`config.mk`:
```
export PLATFORM = sky130hd
export DESIGN_NAME = smpc_pad_reader
export DESIGN_NICKNAME = d
export VERILOG_FILES = /design/src/rtl/smpc_pad_reader.sv
export SDC_FILE = /design/constraint.sdc
export NUM_CORES = 1
export LEC_CHECK = 0
export ABC_AREA = 1
export CAP_MARGIN = 20
export CORE_AREA = 2 2 94 96
export CTS_BUF_LIST = sky130_fd_sc_hd__clkbuf_8 sky130_fd_sc_hd__clkbuf_16
export CTS_CLUSTER_SIZE = 30
export DETAILED_ROUTE_END_ITERATION = 7
export DIE_AREA = 0 0 96 98
export PLACE_DENSITY_LB_ADDON = 0.15
export SYNTH_ARGS = -nofsm -noshare
export SYNTH_HDL_FRONTEND = slang
export SYNTH_SLANG_ARGS = --single-unit
```
`constraint.sdc`:
```
create_clock -name CLK -period 3.4 [get_ports CLK]
set_input_delay 0.68 -clock CLK [delete_from_list [all_inputs] [get_ports CLK]]
set_output_delay 0.68 -clock CLK [all_outputs]
set_load 0.02 [all_outputs]
```
`src/rtl/smpc_pad_reader.sv`:
```
// SMPC-side initiator for the Saturn TH/TR/TL peripheral handshake on one port.
// Reads the class nibble, ID byte and payload nibbles, and emits assembled bytes.
module smpc_pad_reader #(
    parameter int SETTLE_CE  = 2,
    parameter int TIMEOUT_CE = 255,
    parameter int MAX_BYTES  = 8
) (
    input  logic       CLK,
    input  logic       RST,
    input  logic       CE,
    input  logic       START,
    output logic [6:0] PDRO,
    output logic [6:0] DDR,
    input  logic [6:0] PDRI,
    output logic       BUSY,
    output logic       DONE,
    output logic [1:0] STATUS,
    output logic [3:0] CLASS,
    output logic [7:0] ID,
    output logic [3:0] LEN,
    output logic       DATA_WE,
    output logic [2:0] DATA_ADDR,
    output logic [7:0] DATA
);
    localparam int SW = (SETTLE_CE > 1) ? $clog2(SETTLE_CE) : 1;
    localparam int TW = $clog2(TIMEOUT_CE + 1);
    localparam logic [SW-1:0] SETTLE_LAST  = SW'(SETTLE_CE - 1);
    localparam logic [TW-1:0] TIMEOUT_LAST = TW'(TIMEOUT_CE - 1);
    localparam logic [3:0]    MAX_LEN      = 4'(MAX_BYTES);

    typedef enum logic [2:0] {
        S_IDLE    = 3'd0,
        S_REQ     = 3'd1,
        S_SETTLE  = 3'd2,
        S_POLL    = 3'd3,
        S_CAPTURE = 3'd4,
        S_FINISH  = 3'd5
    } state_t;

    state_t          r_state, w_state_nxt;
    logic [4:0]      r_k, w_k_nxt;
    logic [SW-1:0]   r_set, w_set_nxt;
    logic [TW-1:0]   r_tmo, w_tmo_nxt;
    logic            r_th, w_th_nxt;
    logic            r_tr, w_tr_nxt;
    logic            r_busy, w_busy_nxt;
    logic            r_done, w_done_nxt;
    logic [1:0]      r_status, w_status_nxt;
    logic [3:0]      r_class, w_class_nxt;
    logic [7:0]      r_id, w_id_nxt;
    logic [3:0]      r_len, w_len_nxt;
    logic            r_we, w_we_nxt;
    logic [2:0]      r_addr, w_addr_nxt;
    logic [7:0]      r_data, w_data_nxt;
    logic [3:0]      r_hi, w_hi_nxt;
    logic [3:0]      w_nib;
    logic [4:0]      w_off;
    logic            w_fin;
    logic            w_unused;

    assign w_nib    = PDRI[3:0];
    assign w_off    = r_k - 5'd4;
    assign w_unused = ^{PDRI[6:5], w_off[4], w_off[0]};

    // Next-state and next-register values; everything commits on a CE tick.
    always_comb begin
        w_state_nxt  = r_state;
        w_k_nxt      = r_k;
        w_set_nxt    = r_set;
        w_tmo_nxt    = r_tmo;
        w_th_nxt     = r_th;
        w_tr_nxt     = r_tr;
        w_busy_nxt   = r_busy;
        w_done_nxt   = 1'b0;
        w_status_nxt = r_status;
        w_class_nxt  = r_class;
        w_id_nxt     = r_id;
        w_len_nxt    = r_len;
        w_we_nxt     = 1'b0;
        w_addr_nxt   = r_addr;
        w_data_nxt   = r_data;
        w_hi_nxt     = r_hi;
        w_fin        = 1'b0;
        unique case (r_state)
            S_IDLE: begin
                w_th_nxt = 1'b1;
                w_tr_nxt = 1'b1;
                if (START) begin
                    w_state_nxt  = S_REQ;
                    w_busy_nxt   = 1'b1;
                    w_k_nxt      = 5'd0;
                    w_status_nxt = 2'd0;
                    w_class_nxt  = 4'd0;
                    w_id_nxt     = 8'd0;
                    w_len_nxt    = 4'd0;
                end else begin
                    w_state_nxt = S_IDLE;
                end
            end
            S_REQ: begin
                w_th_nxt    = 1'b0;
                w_tr_nxt    = ~r_k[0];
                w_set_nxt   = '0;
                w_state_nxt = S_SETTLE;
            end
            S_SETTLE: begin
                if (r_set == SETTLE_LAST) begin
                    w_state_nxt = S_POLL;
                    w_tmo_nxt   = '0;
                end else begin
                    w_set_nxt = r_set + 1'b1;
                end
            end
            S_POLL: begin
                if (PDRI[4] == r_tr) begin
                    w_state_nxt = S_CAPTURE;
                end else if (r_tmo == TIMEOUT_LAST) begin
                    w_status_nxt = 2'd1;
                    w_fin        = 1'b1;
                end else begin
                    w_tmo_nxt = r_tmo + 1'b1;
                end
            end
            S_CAPTURE: begin
                if (r_k == 5'd0) begin
                    w_class_nxt = w_nib;
                    if ((w_nib != 4'h1) && (w_nib != 4'hB)) begin
                        w_status_nxt = 2'd2;
                        w_fin        = 1'b1;
                    end else begin
                        w_fin = 1'b0;
                    end
                end else if (r_k == 5'd1) begin
                    w_id_nxt[7:4] = w_nib;
                end else if (r_k == 5'd2) begin
                    w_id_nxt[3:0] = w_nib;
                    // The mouse class always carries three bytes regardless of its ID.
                    if (r_class == 4'h1) begin
                        w_len_nxt = (w_nib > MAX_LEN) ? MAX_LEN : w_nib;
                    end else begin
                        w_len_nxt = 4'd3;
                    end
                end else if (r_k[0]) begin
                    w_hi_nxt = w_nib;
                end else begin
                    w_data_nxt = {r_hi, w_nib};
                    w_addr_nxt = w_off[3:1];
                    w_we_nxt   = 1'b1;
                end
                if (r_k == (5'd2 + {w_len_nxt, 1'b0})) begin
                    w_fin = 1'b1;
                end else begin
                    w_k_nxt = (w_fin) ? r_k : (r_k + 5'd1);
                end
                if (!w_fin) begin
                    w_state_nxt = S_REQ;
                end else begin
                    w_state_nxt = S_CAPTURE;
                end
            end
            S_FINISH: begin
                if (r_set == SETTLE_LAST) begin
                    w_done_nxt  = 1'b1;
                    w_busy_nxt  = 1'b0;
                    w_state_nxt = S_IDLE;
                end else begin
                    w_set_nxt = r_set + 1'b1;
                end
            end
            default: begin
                w_state_nxt = S_IDLE;
                w_th_nxt    = 1'b1;
                w_tr_nxt    = 1'b1;
                w_busy_nxt  = 1'b0;
            end
        endcase
        // Releasing TH/TR to 11 is what returns the device to its first nibble.
        if (w_fin) begin
            w_state_nxt = S_FINISH;
            w_set_nxt   = '0;
            w_th_nxt    = 1'b1;
            w_tr_nxt    = 1'b1;
        end else begin
            w_set_nxt = w_set_nxt;
        end
    end

    // State and datapath registers; reset is synchronous and ignores CE.
    always_ff @(posedge CLK) begin
        if (RST) begin
            r_state  <= S_IDLE;
            r_k      <= 5'd0;
            r_set    <= '0;
            r_tmo    <= '0;
            r_th     <= 1'b1;
            r_tr     <= 1'b1;
            r_busy   <= 1'b0;
            r_done   <= 1'b0;
            r_status <= 2'd0;
            r_class  <= 4'd0;
            r_id     <= 8'd0;
            r_len    <= 4'd0;
            r_we     <= 1'b0;
            r_addr   <= 3'd0;
            r_data   <= 8'd0;
            r_hi     <= 4'd0;
        end else if (CE) begin
            r_state  <= w_state_nxt;
            r_k      <= w_k_nxt;
            r_set    <= w_set_nxt;
            r_tmo    <= w_tmo_nxt;
            r_th     <= w_th_nxt;
            r_tr     <= w_tr_nxt;
            r_busy   <= w_busy_nxt;
            r_done   <= w_done_nxt;
            r_status <= w_status_nxt;
            r_class  <= w_class_nxt;
            r_id     <= w_id_nxt;
            r_len    <= w_len_nxt;
            r_we     <= w_we_nxt;
            r_addr   <= w_addr_nxt;
            r_data   <= w_data_nxt;
            r_hi     <= w_hi_nxt;
        end
    end

    assign PDRO      = {r_th, r_tr, 5'h1F};
    assign DDR       = 7'h60;
    assign BUSY      = r_busy;
    assign DONE      = r_done;
    assign STATUS    = r_status;
    assign CLASS     = r_class;
    assign ID        = r_id;
    assign LEN       = r_len;
    assign DATA_WE   = r_we;
    assign DATA_ADDR = r_addr;
    assign DATA      = r_data;
endmodule

```
* Word-level counts from Yosys, hierarchy flattened
Index checks and enable logic that the tools add are counted.
Storage, ports and cells: bits in registers 55, input bits 11, output and inout bits 46, word-level logic and storage cells 144
Operators by class: add/sub/neg operators 5, $lt $le $gt $ge 1, eq/ne operators 31, muxes and demuxes 62, bitwise gates (word level) 5, reduce and logical (&&, ||, !) cells 23
Operators with widths (count):
- 2-to-1 mux 4 bit | 11
- 2-to-1 mux 8 bit | 5
- case mux 8 bit (2 select lines) | 2
- inequality test 2 bit, second input constant | 14
- 2-to-1 mux 1 bit | 21
- case mux 3 bit (6 select lines) | 1
- AND reduction 6 bit | 3
- case mux 4 bit (2 select lines) | 2
- 2-to-1 mux 3 bit | 5
- 2-to-1 mux 5 bit | 3
- AND reduction 5 bit | 3
- AND reduction 4 bit | 3
- 2-to-1 mux 2 bit | 5
- case mux 5 bit (2 select lines) | 1
- inequality test 3 bit, second input constant | 3
- adder 8 x 1 -> 8 bit, second input constant | 1
- equality test 8 bit, second input constant | 1
- case mux 1 bit (2 select lines) | 4
- OR reduction 4 bit | 2
- AND reduction 7 bit | 1
- equality test 3 x 2 -> 1 bit, second input constant | 2
- equality test 3 bit, second input constant | 2
- case mux 2 bit (3 select lines) | 1
- nonzero test 3 bit | 2
- 23 further kinds | 29

* Logic depth before layout (Yosys ltp)
Gate-level depths: netlist of the first run.
word-level depth 14, depth in mapped cells 19, depth with buffers taken out 19

* Worst setup path after synthesis of the first run
Ideal clock, no wire load.
path type reg2reg, start reg r_k[0], end reg r_state[0], setup time 0.113 ns, arrival time 2.401 ns, required time 3.287 ns, setup slack 0.886 ns, stages on the path, launching flop included 19, buffers on the path 0, period minus slack after synthesis 2.514 ns, cells stage by stage dfxtp_1 inv_1 ha_1 nor2_4 inv_1 nor2_2 nand2_1 nand2_1 ha_1 o21ai_0 a21oi_1 nand3_1 nor2_4 nand3_4 nand2_1 nor2_1 nand3_1 nor2_1 nor2_1
Between the ends: longest elaborated chain between the ends 12, elaborated cells between the ends (all ways) 21, those cells by class add/sub: 1; eq/ne: 6; mux: 12; reduce/logical: 2
Ends and longest elaborated chain:
- start: declaration | line 41 | logic [4:0] r_k, w_k_nxt;
- start signal: assignment | line 209 | r_k <= w_k_nxt;
- equality test 5 x 2 -> 1 bit | line 135 | end else if (r_k == 5'd2) begin
- 2-to-1 mux 4 bit | line 135
- 2-to-1 mux 4 bit | line 133 | end else if (r_k == 5'd1) begin
- 2-to-1 mux 4 bit | line 125 | if (r_k == 5'd0) begin
- 2-to-1 mux 4 bit | line 84 | unique case (r_state)
- adder 2 x 5 -> 5 bit | line 150 | if (r_k == (5'd2 + {w_len_nxt, 1'b0})) begin
- equality test 5 bit | line 150
- 2-to-1 mux 1 bit (*) | line 150
- 2-to-1 mux 1 bit (*) | line 84
- case mux 1 bit (2 select lines) or 2-to-1 mux 3 bit (tied branches) | line 84, 155
- inequality test 3 bit (no line) or case mux 3 bit (6 select lines) (tied branches)
- AND reduction 4 bit (no line) or 2-to-1 mux 3 bit (tied branches)
- end signal: assignment | line 208 | r_state <= w_state_nxt;
- end: declaration | line 40 | state_t r_state, w_state_nxt;
Every way passes the cells marked *; elsewhere a longest branch is shown, timed or not. The select of a mux whose other input is x is not followed. A chain may end at the register's enable or synchronous reset.

* Worst setup path in the final report of the first run
start in PDRI[3], end reg r_state[0]
Between the ends: longest elaborated chain between the ends 14, elaborated cells between the ends (all ways) 25, those cells by class add/sub: 1; order compare: 1; eq/ne: 6; mux: 15; reduce/logical: 2
Ends and longest elaborated chain:
- start: declaration | line 14 | input logic [6:0] PDRI,
- greater-than comparator 4 bit | line 139 | w_len_nxt = (w_nib > MAX_LEN) ? MAX_LEN : w_nib;
- 2-to-1 mux 4 bit | line 139
- 2-to-1 mux 4 bit | line 138 | if (r_class == 4'h1) begin
- 2-to-1 mux 4 bit | line 135
- 2-to-1 mux 4 bit | line 133
- 2-to-1 mux 4 bit | line 125
- 2-to-1 mux 4 bit | line 84
- adder 2 x 5 -> 5 bit | line 150
- equality test 5 bit | line 150
- 2-to-1 mux 1 bit (*) | line 150
- 2-to-1 mux 1 bit (*) | line 84
- case mux 1 bit (2 select lines) or 2-to-1 mux 3 bit (tied branches) | line 84, 155
- inequality test 3 bit (no line) or case mux 3 bit (6 select lines) (tied branches)
- AND reduction 4 bit (no line) or 2-to-1 mux 3 bit (tied branches)
Marks and branches as above.

==> results of run 1 <==
-- metal layers --
layer	track usage [%]	share of wire, %
met4	4.95	1.4
met1	21.3	48
met3	2.93	2.5
met5	0	0
met2	26.2	48
-- final timing paths --
kind / from / to / slack (ns) / cells past startpoint
hold reg to reg: r_tmo[4]$_SDFFE_PP0P_ / r_tmo[4]$_SDFFE_PP0P_ / 0.45 / 1
hold / removal: r_tmo[4]$_SDFFE_PP0P_ / r_tmo[4]$_SDFFE_PP0P_ / 0.45 / 1
setup reg to reg: r_k[1]$_SDFFE_PP0P_ / r_state[0]$_SDFFE_PP0P_ / 0.70 / 18
setup / recovery: PDRI[3] / r_state[0]$_SDFFE_PP0P_ / 0.55 / 17
-- cell families after synthesis --
logic type	share of synthesized area, %
fa+ha+maj	3.78
simple gates	30.4
xor+xnor	1.47
other cells	0.252
buf+inv	11.9
flops	36.9
compound gates	15.2
-- per-stage QoR --
| stage | utilization [%] | instance area (µm²) | cells |
|---|---|---|---|
| after global routing | 42.2 | 3570 | 573 |
| after CTS | 42.2 | 3570 | 573 |
| final | 42.2 | 3570 | 573 |
| after floorplan | - | 3020 | 433 |
| after detailed placement | 40.9 | 3460 | 566 |
| after global placement | 40.9 | 3460 | 566 |
-- state kept, by name (all words and copies together) (netlist names) --
register,flops
DATA,8
ID,8
r_tmo,8
r_k,5
CLASS,4
LEN,4
r_hi,4
DATA_ADDR,3
r_state,3
STATUS,2
BUSY,1
DATA_WE,1
DONE,1
r_set,1
r_th,1
r_tr,1
-- cell usage after synthesis, types with 3 or more instances --
library cell,instances,area [µm²]
nand3_1,29,145
a21oi_1,41,205
nor2_2,6,37.5
inv_2,3,11.3
dfxtp_1,55,1100
clkbuf_1,4,15.0
xor2_1,3,26.3
o21ai_0,39,195
nor2_1,61,229
nor2_4,4,45.0
nand2_1,71,267
nand2_2,3,18.8
buf_4,14,105
ha_1,9,113
nand4_1,5,31.3
inv_1,47,176
-- worst max-delay path, stage by stage --
cell and delay [ns]:
clkdlybuf4s50_1 0.54, inv_1 0.13, nand2_1 0.10, nand3_1 0.11, nand2_1 0.10, nand2_1 0.09, ha_1 0.31, o21ai_0 0.16
a21oi_1 0.06, nand3_1 0.13, nor2_4 0.06, nand3_4 0.12, nand2_1 0.08, nor2_1 0.16, nand3_1 0.09, nor2_1 0.10
nor2_1 0.05
-- final cells by class --
cell class / instances / area, µm² / area share [%]
multi-input combinational: 303 / 1560 / 43.7
sequential: 55 / 1100 / 30.8
timing repair buffer: 49 / 473 / 13.2
inverter: 51 / 194 / 5.43
tap: 108 / 135 / 3.78
clock buffer: 5 / 68.8 / 1.93
clock inverter: 2 / 37.5 / 1.05
-- power by group through the flow --
stage | combinational, mW | sequential, mW | clock, mW
global placement | 0.417 | 0.737 | 0
floorplan | 0.260 | 0.767 | 0
finish | 0.415 | 0.722 | 0.430
detailed placement | 0.417 | 0.738 | 0
global route | 0.467 | 0.730 | 0.470
CTS | 0.419 | 0.723 | 0.446
==> results.cfg, run 1 <==
[global_routing]
overflow = 0
grt_max_degree = 36
first_global_vias = 2623
grt_usage_pct = 16.1
grt_pass1_wl_mm = 12.2
antenna_found_initial = 0

[clocking]
ctsHoldBuffers = 0
cts_resized = 0
clkSinkCount = 55
clk-insertion-delay-late_ns = 0.31
clkTransAtPathRegs_ns = 0.10
postCtsSetupRepairBufs = 0
cts_buffer_depth = 2
h-tree-depth = 2
cts_made_buffers = 5
cts-root-buf = clkbuf_8
cts_tree = done

[finish]
final_cell_mix = nand2_1, nor2_1, dfxtp_1
area_growth_pct = 19.8
final_net_count = 485
layout_commonest_cell = nand2_1
n_antenna_cell = 0
fillers = 908
layout-drive-gt1-share_pct = 8.82

[logic_synthesis]
syn_area_um2 = 2980
synth_area_per_cell_um2 = 7.05
synth_ff_type = dfxtp_1
syn-instance-count = 423
synthDistinctLibCells = 37
ys_ff_latch = 55
yosysSeqAreaShare_pct = 36.9
synth_edf_count = 0
async_flop_share_pct = 0
ys_warn_count = 0

[power]
power_density_nw_per_um2 = 439
ir_worst_vdd_mv = 0.229
switching_share_pct = 32.6
leakage_nw = 1.49
p_clk_share_pct = 27.4
seqPwrFrac_pct = 46.1
p_int_mw = 1.06
p_comb_share_pct = 26.5
p_total_mw = 1.57
switching_power_mw = 0.510

[worst_setup_path]
crit_required_ns = 3.61
end_kind = flip-flop
start_kind = primary input
worst-path-max-fanout = 6
critPathKind = primary input to flip-flop
critical_path_arrival_ns = 3.06

[place]
dp_worst_setup_slack_ns = 0.194
gp_congestion = 0.882
io_buffers = 42
dp_hpwl_mm = 5.42

[detailed_routing]
drtAntennaViolNets = 0
wire_per_inst_um = 12.4
vias = 2703
drt_wl_total_mm = 7.09
initialDrtViolationCount = 96
avgViaCountPerCell = 4.72
drcViolationCount = 0
dr.pass1.iters = 4

[die]
coreArea_um2 = 8470
chipHeight_um = 98
die-area_um2 = 9410
io_pins = 57
die_x_um = 96
initial_utilization_pct = 35.2
rows = 34

[timing]
slew_viol_final = 0
min_period_ns = 2.85
fmax_ghz = 0.351
timing.final.crit_share_pct = 83.8
timing.hold.ws_ns = 0.454
clock_skew_ns = 0.00761
hold_viol = 0
fin_setup_tns_ns = 0
rsz0062_at_grt = false
setup_viol = 0
fin_ws_ns = 0.552

[hold_path]
worstHoldPathType = flip-flop to flip-flop

[outcome]
outcome = finished clean

[job]
maxCapViolCount = 0
Note: power is estimated with default switching activity, not from simulation.
==> inputs of run 2 (changes only) <==
==> constraint.sdc (replaced) <==
create_clock -name CLK -period 2.9 [get_ports CLK]
set_input_delay 0.58 -clock CLK [delete_from_list [all_inputs] [get_ports CLK]]
set_output_delay 0.58 -clock CLK [all_outputs]
set_load 0.02 [all_outputs]
==> results.cfg, run 2 (same netlist as run 1, synthesis figures left out) <==
[outcome]
outcome = finished clean

[finish]
layout-drive-gt1-share_pct = 10.2
fillers = 893
layout_commonest_cell = nand2_1
finalNonFillerCells = 579
final_area_um2 = 3600
multi_input_area_um2 = 1560
final_util_pct = 42.5
final_cell_mix = nand2_1, nor2_1, dfxtp_1
n_antenna_cell = 0
final_net_count = 490
regArea_um2 = 1100
area_growth_pct = 20.8

[detailed_routing]
dr.pass1.iters = 4
avgViaCountPerCell = 4.63
vias = 2678
wire_per_inst_um = 12.4
drcViolationCount = 0
drtAntennaViolNets = 0
initialDrtViolationCount = 95
drt_wl_total_mm = 7.17

[place]
io_buffers = 42
placed_cell_area_um2 = 3500
dp_hpwl_mm = 5.55
gp_congestion = 0.909
dp_worst_setup_slack_ns = -0.101
place_inst = 571

[worst_setup_path]
reg2reg_slack_ns = 0.27
r2r_cells = 18
crit_buf_inv = 2
critPathCapture = r_state[0]$_SDFFE_PP0P_
crit_start = r_k[1]$_SDFFE_PP0P_
reg2reg_from = r_k[1]$_SDFFE_PP0P_
timing.critical_path.mode_cell = nand2_1
cpMaxStageDelayCell = dfxtp_1
crit_required_ns = 3.13
timing.critical_path.max_delay_family = simple AND/OR/NAND/NOR gates
end_kind = flip-flop
r2r-end = r_state[0]$_SDFFE_PP0P_
critical_path_depth = 18
worst-path-max-fanout = 6
start_kind = flip-flop
critPathKind = flip-flop to flip-flop
critical_path_arrival_ns = 2.86
path_cells = inv_1, ha_1, nor2_4, inv_1, nor2_2, nand2_1, nand2_1, ha_1, o21ai_0, a21oi_1, nand3_1, nor2_4, nand3_4, nand2_1, nor2_2, nand3_1, nor2_1, nor2_1
cpPeakStageDelay_ns = 0.44

[timing]
clock_skew_ns = 0.00688
timing.final.crit_share_pct = 90.7
fin_setup_tns_ns = 0
timing.hold.ws_ns = 0.454
setup_viol = 0
rsz0062_at_grt = false
fin_ws_ns = 0.270
hold_viol = 0
slew_viol_final = 0
min_period_ns = 2.63
fmax_ghz = 0.380

[clocking]
clk-insertion-delay-late_ns = 0.31
h-tree-depth = 2
cts_tree = done
postCtsSetupRepairBufs = 0
cts_buffer_depth = 2
cts_made_buffers = 5
clkSinkCount = 55
clkTransAtPathRegs_ns = 0.11
cts-root-buf = clkbuf_8

[die]
die_x_um = 96
coreArea_um2 = 8470
io_pins = 57
initial_utilization_pct = 35.2
chipHeight_um = 98
die-area_um2 = 9410
rows = 34

[global_routing]
grt-busiest-layer = met2
first_global_vias = 2518
overflow = 0
use_met1_pct = 21.4
grt_pass1_wl_mm = 12.1
use_met2_pct = 26.7
use_met3_pct = 3.16
grt_max_degree = 36
antenna_found_initial = 0
grt_usage_pct = 16.0

[power]
ir_worst_vdd_mv = 0.195
power_density_nw_per_um2 = 500
p_total_mw = 1.80
leakage_nw = 1.51

[job]
maxCapViolCount = 0

[hold_path]
worstHoldPathType = flip-flop to flip-flop
run 2: changes by cell type in the layout (fill, tap and decap cells not counted):
cell | previous run | this run
buf_4 | 7 | 12
bufinv_16 | 1 | 0
clkinv_4 | 0 | 1
inv_8 | 0 | 1
nor2_1 | 61 | 60
nor2_2 | 6 | 7
run 2: worst min-delay path by stage:
stage / end / cells after the start / start
global placement: r_tmo[4]$_SDFFE_PP0P_ / 1 / r_tmo[4]$_SDFFE_PP0P_
detailed placement: r_tmo[4]$_SDFFE_PP0P_ / 1 / r_tmo[4]$_SDFFE_PP0P_
global route: r_tmo[7]$_SDFFE_PP0P_ / 1 / r_tmo[7]$_SDFFE_PP0P_
finish: r_tmo[4]$_SDFFE_PP0P_ / 1 / r_tmo[4]$_SDFFE_PP0P_
floorplan: r_tmo[4]$_SDFFE_PP0P_ / 1 / r_tmo[4]$_SDFFE_PP0P_
CTS: r_tmo[4]$_SDFFE_PP0P_ / 1 / r_tmo[4]$_SDFFE_PP0P_
run 2: layer usage:
layer  part of all wire (%)  up-vias
met4                   0.89        0
met2                     48       33
met1                     48     1211
met3                    2.7        6
met5                      0        -
li1                       -     1428
run 2: cell type report:
cell class	instances	area share [%]
multi-input cells	303	43.4
flip-flops and latches	55	30.6
repair buffers	54	14.2
inverters	51	5.39
well taps	108	3.75
clock buffers	5	1.91
clock inverters	3	0.764
run 2: report_power, final:
group / total (mW) / internal, mW / switching (mW) / leakage (nW)
sequential: 0.846 / 0.808 / 0.0383 / 0.447
clock: 0.457 / 0.178 / 0.279 / 0.0463
combinational: 0.496 / 0.182 / 0.314 / 1.02
total: 1.80 / 1.17 / 0.631 / 1.51
run 2: timing repair:
item,CTS,global route
endpoints found under the hold margin,0,0
gates resized for setup,0,1
endpoints found under the setup margin,0,1
hold buffers,0,0
